[src/rtl/mul_arb_if.sv]
// mul_arb_if: requester handshakes, response ports and shared multiplier port of mul_arb.
interface mul_arb_if;
  logic        r0_valid, r0_ready, r1_valid, r1_ready;
  logic [31:0] r0_cmd, r0_a, r0_b, r1_cmd, r1_a, r1_b;
  logic        r0_rsp_valid, r0_rsp_ready, r1_rsp_valid, r1_rsp_ready;
  logic [63:0] r0_rsp_data, r1_rsp_data;
  logic        mul_en;
  logic [31:0] mul_command, mul_in_1, mul_in_2;
  logic [63:0] mul_out;
  logic        busy;

  modport slave (
    input  r0_valid, r0_cmd, r0_a, r0_b, r1_valid, r1_cmd, r1_a, r1_b,
           r0_rsp_ready, r1_rsp_ready, mul_out,
    output r0_ready, r1_ready, r0_rsp_valid, r1_rsp_valid, r0_rsp_data, r1_rsp_data,
           mul_en, mul_command, mul_in_1, mul_in_2, busy
  );

  modport master (
    output r0_valid, r0_cmd, r0_a, r0_b, r1_valid, r1_cmd, r1_a, r1_b,
           r0_rsp_ready, r1_rsp_ready, mul_out,
    input  r0_ready, r1_ready, r0_rsp_valid, r1_rsp_valid, r0_rsp_data, r1_rsp_data,
           mul_en, mul_command, mul_in_1, mul_in_2, busy
  );
endinterface

[src/rtl/mul_arb.sv]
// mul_arb: two-requester arbiter sharing one MUL_LAT-cycle multiplier, with per-requester response FIFOs.
// Define MUL_ARB_PRIO_EN for fixed priority (requester 0 wins ties); otherwise round-robin.

module mul_arb_lane #(
  parameter int RSP_DEPTH = 2
) (
  input  logic        i_clk,
  input  logic        i_rst_n,
  input  logic        i_issue,
  input  logic        i_wr,
  input  logic [63:0] i_wdata,
  input  logic        i_rsp_ready,
  output logic        o_credit,
  output logic        o_rsp_valid,
  output logic [63:0] o_rsp_data
);
  localparam int CW = $clog2(RSP_DEPTH + 1);

  logic [CW-1:0]                r_credit, r_cnt;
  logic [RSP_DEPTH-1:0][63:0]   r_mem;
  logic                         r_valid;
  logic                         w_pop;
  logic [CW-1:0]                w_wpos, w_cnt_nxt;

  assign w_pop     = r_valid & i_rsp_ready;
  assign w_wpos    = w_pop ? r_cnt - CW'(1) : r_cnt;
  assign w_cnt_nxt = r_cnt + CW'(i_wr) - CW'(w_pop);

  // Shift FIFO: entry 0 is the head and doubles as the registered output.
  always_ff @(posedge i_clk or negedge i_rst_n) begin
    if (!i_rst_n) begin
      r_credit <= CW'(RSP_DEPTH);
      r_cnt    <= '0;
      r_valid  <= 1'b0;
      r_mem    <= '0;
    end else begin
      if (i_issue && !w_pop)      r_credit <= r_credit - CW'(1);
      else if (!i_issue && w_pop) r_credit <= r_credit + CW'(1);
      r_cnt   <= w_cnt_nxt;
      r_valid <= (w_cnt_nxt != '0);
      if (w_pop)
        for (int i = 0; i < RSP_DEPTH - 1; i++) r_mem[i] <= r_mem[i+1];
      for (int i = 0; i < RSP_DEPTH; i++)
        if (i_wr && (w_wpos == CW'(i))) r_mem[i] <= i_wdata;
    end
  end

  assign o_credit    = (r_credit != '0);
  assign o_rsp_valid = r_valid;
  assign o_rsp_data  = r_mem[0];

  a_no_overflow: assert property (@(posedge i_clk) disable iff (!i_rst_n)
    !(i_wr && !w_pop && (r_cnt == CW'(RSP_DEPTH))));
endmodule

module mul_arb #(
  parameter int MUL_LAT   = 2,
  parameter int RSP_DEPTH = 2
) (
  input  logic      i_clk,
  input  logic      i_rst_n,
  mul_arb_if.slave  io_arb
);
  logic [1:0]        w_valid, w_credit, w_elig, w_grant, w_wr, w_rsp_ready, w_rsp_valid;
  logic [1:0][31:0]  w_cmd, w_a, w_b;
  logic [1:0][63:0]  w_rsp_data;
  logic [MUL_LAT-1:0] r_vld_pipe, r_id_pipe;

  assign w_valid     = {io_arb.r1_valid, io_arb.r0_valid};
  assign w_cmd       = {io_arb.r1_cmd, io_arb.r0_cmd};
  assign w_a         = {io_arb.r1_a, io_arb.r0_a};
  assign w_b         = {io_arb.r1_b, io_arb.r0_b};
  assign w_rsp_ready = {io_arb.r1_rsp_ready, io_arb.r0_rsp_ready};

  // Grants are forced low while reset is held so nothing leaks to the multiplier.
  assign w_elig = w_valid & w_credit & {2{i_rst_n}};

`ifdef MUL_ARB_PRIO_EN
  assign w_grant = w_elig[0] ? 2'b01 : w_elig;
`else
  logic r_last;

  always_comb begin
    w_grant = w_elig;
    if (&w_elig) w_grant = r_last ? 2'b01 : 2'b10;
  end

  always_ff @(posedge i_clk or negedge i_rst_n) begin
    if (!i_rst_n)      r_last <= 1'b1;
    else if (|w_grant) r_last <= w_grant[1];
  end
`endif

  assign io_arb.r0_ready    = w_grant[0];
  assign io_arb.r1_ready    = w_grant[1];
  assign io_arb.mul_en      = |w_grant;
  assign io_arb.mul_command = w_grant[0] ? w_cmd[0] : (w_grant[1] ? w_cmd[1] : '0);
  assign io_arb.mul_in_1    = w_grant[0] ? w_a[0]   : (w_grant[1] ? w_a[1]   : '0);
  assign io_arb.mul_in_2    = w_grant[0] ? w_b[0]   : (w_grant[1] ? w_b[1]   : '0);

  // Tag stage MUL_LAT-1 lines up with the cycle mul_out carries that product.
  always_ff @(posedge i_clk or negedge i_rst_n) begin
    if (!i_rst_n) begin
      r_vld_pipe <= '0;
      r_id_pipe  <= '0;
    end else begin
      r_vld_pipe[0] <= |w_grant;
      r_id_pipe[0]  <= w_grant[1];
      for (int i = 1; i < MUL_LAT; i++) begin
        r_vld_pipe[i] <= r_vld_pipe[i-1];
        r_id_pipe[i]  <= r_id_pipe[i-1];
      end
    end
  end

  assign w_wr[0] = r_vld_pipe[MUL_LAT-1] & ~r_id_pipe[MUL_LAT-1];
  assign w_wr[1] = r_vld_pipe[MUL_LAT-1] &  r_id_pipe[MUL_LAT-1];

  for (genvar n = 0; n < 2; n++) begin : g_lane
    mul_arb_lane #(.RSP_DEPTH(RSP_DEPTH)) u_lane (
      .i_clk       (i_clk),
      .i_rst_n     (i_rst_n),
      .i_issue     (w_grant[n]),
      .i_wr        (w_wr[n]),
      .i_wdata     (io_arb.mul_out),
      .i_rsp_ready (w_rsp_ready[n]),
      .o_credit    (w_credit[n]),
      .o_rsp_valid (w_rsp_valid[n]),
      .o_rsp_data  (w_rsp_data[n])
    );
  end

  assign io_arb.r0_rsp_valid = w_rsp_valid[0];
  assign io_arb.r1_rsp_valid = w_rsp_valid[1];
  assign io_arb.r0_rsp_data  = w_rsp_data[0];
  assign io_arb.r1_rsp_data  = w_rsp_data[1];
  assign io_arb.busy         = (|r_vld_pipe) | (|w_rsp_valid);
endmodule
[src/flat_wrapper.sv]
// flat-port wrapper written by rule: the top's interface ports become plain ports
module mul_arb_flat 
#(
  parameter int MUL_LAT   = 2,
  parameter int RSP_DEPTH = 2
)
  (i_clk, i_rst_n, io_arb_r0_valid, io_arb_r0_cmd, io_arb_r0_a, io_arb_r0_b, io_arb_r1_valid, io_arb_r1_cmd, io_arb_r1_a, io_arb_r1_b, io_arb_r0_rsp_ready, io_arb_r1_rsp_ready, io_arb_mul_out, io_arb_r0_ready, io_arb_r1_ready, io_arb_r0_rsp_valid, io_arb_r1_rsp_valid, io_arb_r0_rsp_data, io_arb_r1_rsp_data, io_arb_mul_en, io_arb_mul_command, io_arb_mul_in_1, io_arb_mul_in_2, io_arb_busy);
  mul_arb_if io_arb_i ();
  input  logic i_clk;
  input  logic i_rst_n;
  input wire logic [$bits(io_arb_i.r0_valid)-1:0] io_arb_r0_valid;
  input wire logic [$bits(io_arb_i.r0_cmd)-1:0] io_arb_r0_cmd;
  input wire logic [$bits(io_arb_i.r0_a)-1:0] io_arb_r0_a;
  input wire logic [$bits(io_arb_i.r0_b)-1:0] io_arb_r0_b;
  input wire logic [$bits(io_arb_i.r1_valid)-1:0] io_arb_r1_valid;
  input wire logic [$bits(io_arb_i.r1_cmd)-1:0] io_arb_r1_cmd;
  input wire logic [$bits(io_arb_i.r1_a)-1:0] io_arb_r1_a;
  input wire logic [$bits(io_arb_i.r1_b)-1:0] io_arb_r1_b;
  input wire logic [$bits(io_arb_i.r0_rsp_ready)-1:0] io_arb_r0_rsp_ready;
  input wire logic [$bits(io_arb_i.r1_rsp_ready)-1:0] io_arb_r1_rsp_ready;
  input wire logic [$bits(io_arb_i.mul_out)-1:0] io_arb_mul_out;
  output wire logic [$bits(io_arb_i.r0_ready)-1:0] io_arb_r0_ready;
  output wire logic [$bits(io_arb_i.r1_ready)-1:0] io_arb_r1_ready;
  output wire logic [$bits(io_arb_i.r0_rsp_valid)-1:0] io_arb_r0_rsp_valid;
  output wire logic [$bits(io_arb_i.r1_rsp_valid)-1:0] io_arb_r1_rsp_valid;
  output wire logic [$bits(io_arb_i.r0_rsp_data)-1:0] io_arb_r0_rsp_data;
  output wire logic [$bits(io_arb_i.r1_rsp_data)-1:0] io_arb_r1_rsp_data;
  output wire logic [$bits(io_arb_i.mul_en)-1:0] io_arb_mul_en;
  output wire logic [$bits(io_arb_i.mul_command)-1:0] io_arb_mul_command;
  output wire logic [$bits(io_arb_i.mul_in_1)-1:0] io_arb_mul_in_1;
  output wire logic [$bits(io_arb_i.mul_in_2)-1:0] io_arb_mul_in_2;
  output wire logic [$bits(io_arb_i.busy)-1:0] io_arb_busy;
  assign io_arb_i.r0_valid = io_arb_r0_valid;
  assign io_arb_i.r0_cmd = io_arb_r0_cmd;
  assign io_arb_i.r0_a = io_arb_r0_a;
  assign io_arb_i.r0_b = io_arb_r0_b;
  assign io_arb_i.r1_valid = io_arb_r1_valid;
  assign io_arb_i.r1_cmd = io_arb_r1_cmd;
  assign io_arb_i.r1_a = io_arb_r1_a;
  assign io_arb_i.r1_b = io_arb_r1_b;
  assign io_arb_i.r0_rsp_ready = io_arb_r0_rsp_ready;
  assign io_arb_i.r1_rsp_ready = io_arb_r1_rsp_ready;
  assign io_arb_i.mul_out = io_arb_mul_out;
  assign io_arb_r0_ready = io_arb_i.r0_ready;
  assign io_arb_r1_ready = io_arb_i.r1_ready;
  assign io_arb_r0_rsp_valid = io_arb_i.r0_rsp_valid;
  assign io_arb_r1_rsp_valid = io_arb_i.r1_rsp_valid;
  assign io_arb_r0_rsp_data = io_arb_i.r0_rsp_data;
  assign io_arb_r1_rsp_data = io_arb_i.r1_rsp_data;
  assign io_arb_mul_en = io_arb_i.mul_en;
  assign io_arb_mul_command = io_arb_i.mul_command;
  assign io_arb_mul_in_1 = io_arb_i.mul_in_1;
  assign io_arb_mul_in_2 = io_arb_i.mul_in_2;
  assign io_arb_busy = io_arb_i.busy;
  mul_arb #(.MUL_LAT(MUL_LAT), .RSP_DEPTH(RSP_DEPTH)) u_core (.i_clk(i_clk), .i_rst_n(i_rst_n), .io_arb(io_arb_i));
endmodule
[config.mk]
export PLATFORM = sky130hd
export DESIGN_NAME = mul_arb_flat
export DESIGN_NICKNAME = d
export VERILOG_FILES = /design/src/rtl/mul_arb_if.sv /design/src/rtl/mul_arb.sv /design/src/flat_wrapper.sv
export SDC_FILE = /design/constraint.sdc
export NUM_CORES = 1
export LEC_CHECK = 0
export ABC_CLOCK_PERIOD_IN_PS = 3050
export BUFFER_PORTS_ARGS = -buffer_cell sky130_fd_sc_hd__buf_2
export CORE_AREA = 2 2 190 192
export CTS_CLUSTER_SIZE = 24
export DETAILED_ROUTE_END_ITERATION = 7
export DIE_AREA = 0 0 192 194
export PLACE_DENSITY = 0.72
export SYNTH_ARGS = -nofsm -noshare
export SYNTH_HDL_FRONTEND = slang
export SYNTH_SLANG_ARGS = --single-unit
[constraint.sdc]
create_clock -name i_clk -period 3.05 [get_ports i_clk]
set_input_delay 0.305 -clock i_clk [delete_from_list [all_inputs] [get_ports i_clk]]
set_output_delay 0.305 -clock i_clk [all_outputs]
set_load 0.05 [all_outputs]
==> metrics.csv <==
stage,metric,value,unit
status,status,finished clean,
clocking,root buffer cell,clkbuf_16,
global_routing,number of global-route vias before repair,9842,
routing,detailed route wirelength on metal2,23200,um
critical_path,required arrival time at the worst endpoint,2.74,ns
sta,transition time at the pin with the least slew margin,1.10,ns
sta,final worst path period need,2.88,ns
critical_path,crit path DAT,2.58,ns
clocking,number of buffers on the longest clock path,3,
synth,syn_nets,1253,
global_routing,largest net degree at the start of global routing,118,
clocking,cts bufs inserted,28,
routing,first drt pass iteration count,5,
power_and_ir_drop,logic gate share of total power,0.522,
cells_and_area,area delta synth->final,21.9,%
floorplan,die area,37200,um^2
global_routing,number of antenna violations at the first check in global routing,26,
power_and_ir_drop,power density over the cells,1160,nW/um^2
place,last weighted congestion value of the routability-driven placer,1.05,
synth,Compound-Gate Fraction of Synth Area,0.0627,
synth,most numerous cell in the Yosys netlist,mux2_2,
power_and_ir_drop,switching portion of total power,0.424,
clocking,Num Clock Sinks,271,
critical_path,critical path cell sequence,"o211ai_2, inv_2, a21oi_4, buf_12, a22o_1, buf_2",
cells_and_area,Total Nets Final,1611,
clocking,clock latency on the worst-skew pair,0.54,ns
power_and_ir_drop,share of total power in the clock network,0.167,
sta,post-route clock period utilization,0.945,
flow_run,Max Cap Violations,0,
floorplan,number of placed I/O pins,492,
global_routing,global-route usage over all layers,0.243,
synth,adder and majority gate portion of the synthesized area,0.00534,
routing,vias per std cell,5.13,
sta,Final Hold Fails,0,
cells_and_area,number of filler cells placed in the layout,3158,
synth,area of the mapped netlist,14100,um^2
power_and_ir_drop,sequential share of power,0.311,
floorplan,area of the placeable core,35200,um^2
floorplan,vertical die dimension,194,um
sta,hold slack final,0.0302,ns
routing,total routed wirelength,46400,um
critical_path,"Worst Path Class, Setup",reg2out,
synth,"FFs w/ async S/R, synth",1.00,
routing,post-detailed-route wirelength per cell,25.3,um
global_routing,global-route wire length before repair,66200,um
critical_path,Critical Path Slowest Stage Cell,dfrtp_1,
synth,cell type with the largest total area after synthesis,dfrtp_1,
routing,routed length on met1,17900,um
clocking,CTS H-tree depth,1,
routing,WL met3,3700,um
synth,number of enable-type register cells in the synthesized netlist,0,
synth,top area cells in the synthesized netlist,"dfrtp_1 (48%), mux2_2 (24%), mux2_4 (8.6%), buf_4 (7.0%), a22o_1 (6.0%)",
power_and_ir_drop,Int Pwr,11.4,mW
synth,most used flip-flop cell after synthesis,dfrtp_1,
sta,TNS Setup,0,ns
power_and_ir_drop,largest voltage drop on the vdd net,692,uV
floorplan,initial cell density of the core,0.399,
synth,flip-flop and latch count after synthesis,271,
routing,total DRC errors in the routed layout,0,
critical_path,type of destination of the critical path,primary output,
power_and_ir_drop,Psw,8.44,mW
worst_hold_path,class of the tightest hold or removal check,in2reg,
place,input/output buffers,491,
floorplan,chip width,192,um
synth,"share of synthesized cell area in and, or, nand and nor gates",0.0105,
sta,number of setup violations in the final report,0,
critical_path,maximum fanout along the worst path,99,
synth,xor and xnor fraction of the mapped netlist area,0.00854,
synth,synthesized area per cell,14.3,um^2
cells_and_area,fraction of layout cells with a size suffix above 1,0.696,
place,Detailed Place HPWL,35100,um
routing,total via count in the routed design,9398,
synth,post-synth top area share,0.477,
clocking,CTS tree,done,
sta,"Slew Viols, Final",0,
sta,worst setup skew after layout,0.00633,ns
synth,multiplexer fraction of the synthesized cell area,0.329,
synth,instance count of the mapped netlist,985,
synth,combinational family with the most area after synthesis,multiplexers,
clocking,Worst-path clk slew,0.06,ns
power_and_ir_drop,static leakage,8.89,nW
global_routing,GRT overflow,0,
sta,RSZ-0062 raised after global routing,no,
critical_path,startpoint kind of the worst setup timing path,flop,
synth,register area share after synthesis,0.483,
synth,most frequent cells after synthesis,"mux2_2 (296), dfrtp_1 (268), buf_4 (131), a22o_1 (96), mux2_4 (81)",
floorplan,FP Rows,69,
sta,Achievable Freq,347,MHz
routing,starting DRC count in detailed routing,419,
critical_path,critical path's largest stage delay,0.42,ns
sta,tightest slew margin relative to the limit,0.269,
routing,highest metal layer with signal wires,met5,
synth,yosys synthesis warning count,0,
synth,number of distinct library cell variants in the gate-level netlist after synthesis,28,
routing,count of nets left with antenna violations after detail routing,0,
==> routing by layer <==
metal | vias up | global-route usage
li1 | 4152 | -
met1 | 4798 | 0.293
met2 | 359 | 0.412
met3 | 83 | 0.0664
met4 | 6 | 0.0916
met5 | - | 0
==> logic make-up after synthesis <==
kind of cell | count (synthesis)
AND/OR/NAND/NOR | 18
buffers and inverters | 194
flip-flops | 271
XOR/XNOR | 12
adder cells (fa/ha/maj) | 6
AO/OA/AOI/OAI | 100
multiplexers | 384
==> cell type report <==
type / instances / area, um^2 / share of cell area
Clock buffer: 44 / 832 / 0.0486
Sequential cell: 271 / 6790 / 0.396
Clock inverter: 7 / 60.1 / 0.00351
Antenna cell: 8 / 20.0 / 0.00117
Tap cell: 461 / 577 / 0.0337
Timing Repair Buffer: 515 / 2950 / 0.172
Inverter: 7 / 26.3 / 0.00153
Multi-Input combinational cell: 520 / 5880 / 0.343
==> layout by cell type (no fill, tap or decap), types with 7 or more instances in the layout <==
cell / synthesis / final
mux2_1: 7 / 7
buf_4: 131 / 12
a22o_1: 96 / 96
xnor2_1: 8 / 8
mux2_2: 296 / 296
clkbuf_1: 14 / 10
clkbuf_16: 0 / 29
mux2_4: 81 / 81
buf_2: 18 / 479
buf_12: 0 / 22
dfrtp_1: 268 / 268
diode_2: 0 / 8
==> path summary, 6_finish.rpt <==
| kind | from | endpoint | slack, ns | depth (start not counted) |
|---|---|---|---|---|
| max in group asynchronous | i_rst_n | u_core.g_lane[1].u_lane.r_mem[92]$_DFFE_PN0P_ | 1.03 | 4 |
| setup reg to reg | u_core.g_lane[0].u_lane.o_rsp_valid$_DFF_PN0_ | u_core.g_lane[0].u_lane.o_rsp_data[26]$_DFFE_PN0P_ | 0.83 | 6 |
| setup / recovery | u_core.g_lane[0].u_lane.r_credit[0]$_DFFE_PN0P_ | io_arb_mul_in_2[31] | 0.17 | 6 |
| hold / removal | io_arb_mul_out[53] | u_core.g_lane[0].u_lane.r_mem[117]$_DFFE_PN0P_ | 0.03 | 2 |
| hold reg to reg | u_core.r_id_pipe[0]$_DFF_PN0_ | u_core.r_id_pipe[1]$_DFF_PN0_ | 0.37 | 0 |
| min in group asynchronous | i_rst_n | u_core.g_lane[0].u_lane.r_credit[0]$_DFFE_PN0P_ | 0.20 | 2 |
==> sequential cells by signal, summed over array words and instances, names as in the netlist <==
| signal | cells |
|---|---|
| u_core.g_lane.u_lane.o_rsp_data | 128 |
| u_core.g_lane.u_lane.r_mem | 128 |
| u_core.g_lane.u_lane.r_cnt | 4 |
| u_core.g_lane.u_lane.r_credit | 4 |
| u_core.g_lane.u_lane.o_rsp_valid | 2 |
| u_core.r_id_pipe | 2 |
| u_core.r_vld_pipe | 2 |
| u_core.r_last | 1 |
==> power by group through the flow <==
stage	combinational (mW)	clock, mW	sequential, mW
floorplan	9.18	0	6.00
global placement	10.2	0	6.12
detailed placement	10.4	0	6.24
CTS	10.4	3.41	6.18
global route	10.9	3.54	6.38
finish	10.4	3.33	6.19
==> metrics by stage <==
stage / util / area [um^2] / std cells / power, mW / setup WS (ns)
2_1_floorplan: - / 14100 / 985 / 15.2 / 0.645
3_3_place_gp: 0.459 / 16200 / 1769 / 16.3 / 0.737
4_1_cts: 0.485 / 17100 / 1821 / 20.0 / 0.0980
6_report: 0.486 / 17100 / 1833 / 19.9 / 0.169
3_5_place_dp: 0.459 / 16200 / 1769 / 16.6 / 0.674
5_1_grt: 0.486 / 17100 / 1830 / 20.8 / 0.0775
==> worst max-delay path: cells and delay by family (launching register included) <==
| kind | cells | cell delay (ns) |
|---|---|---|
| buffers and inverters | 3 | 0.76 |
| DFF | 1 | 0.42 |
| AOI/OAI and AO/OA | 3 | 0.79 |
==> timing repair <==
| item | 4_1_cts | 5_1_grt |
|---|---|---|
| buffers inserted | 0 | 4 |
| hold buffers | 1 | 0 |
| gates resized for setup | 0 | 0 |
| hold endpoints to repair | 117 | 0 |
| endpoints found under the setup margin | 0 | 4 |
Power figures use the tool's default switching activity.
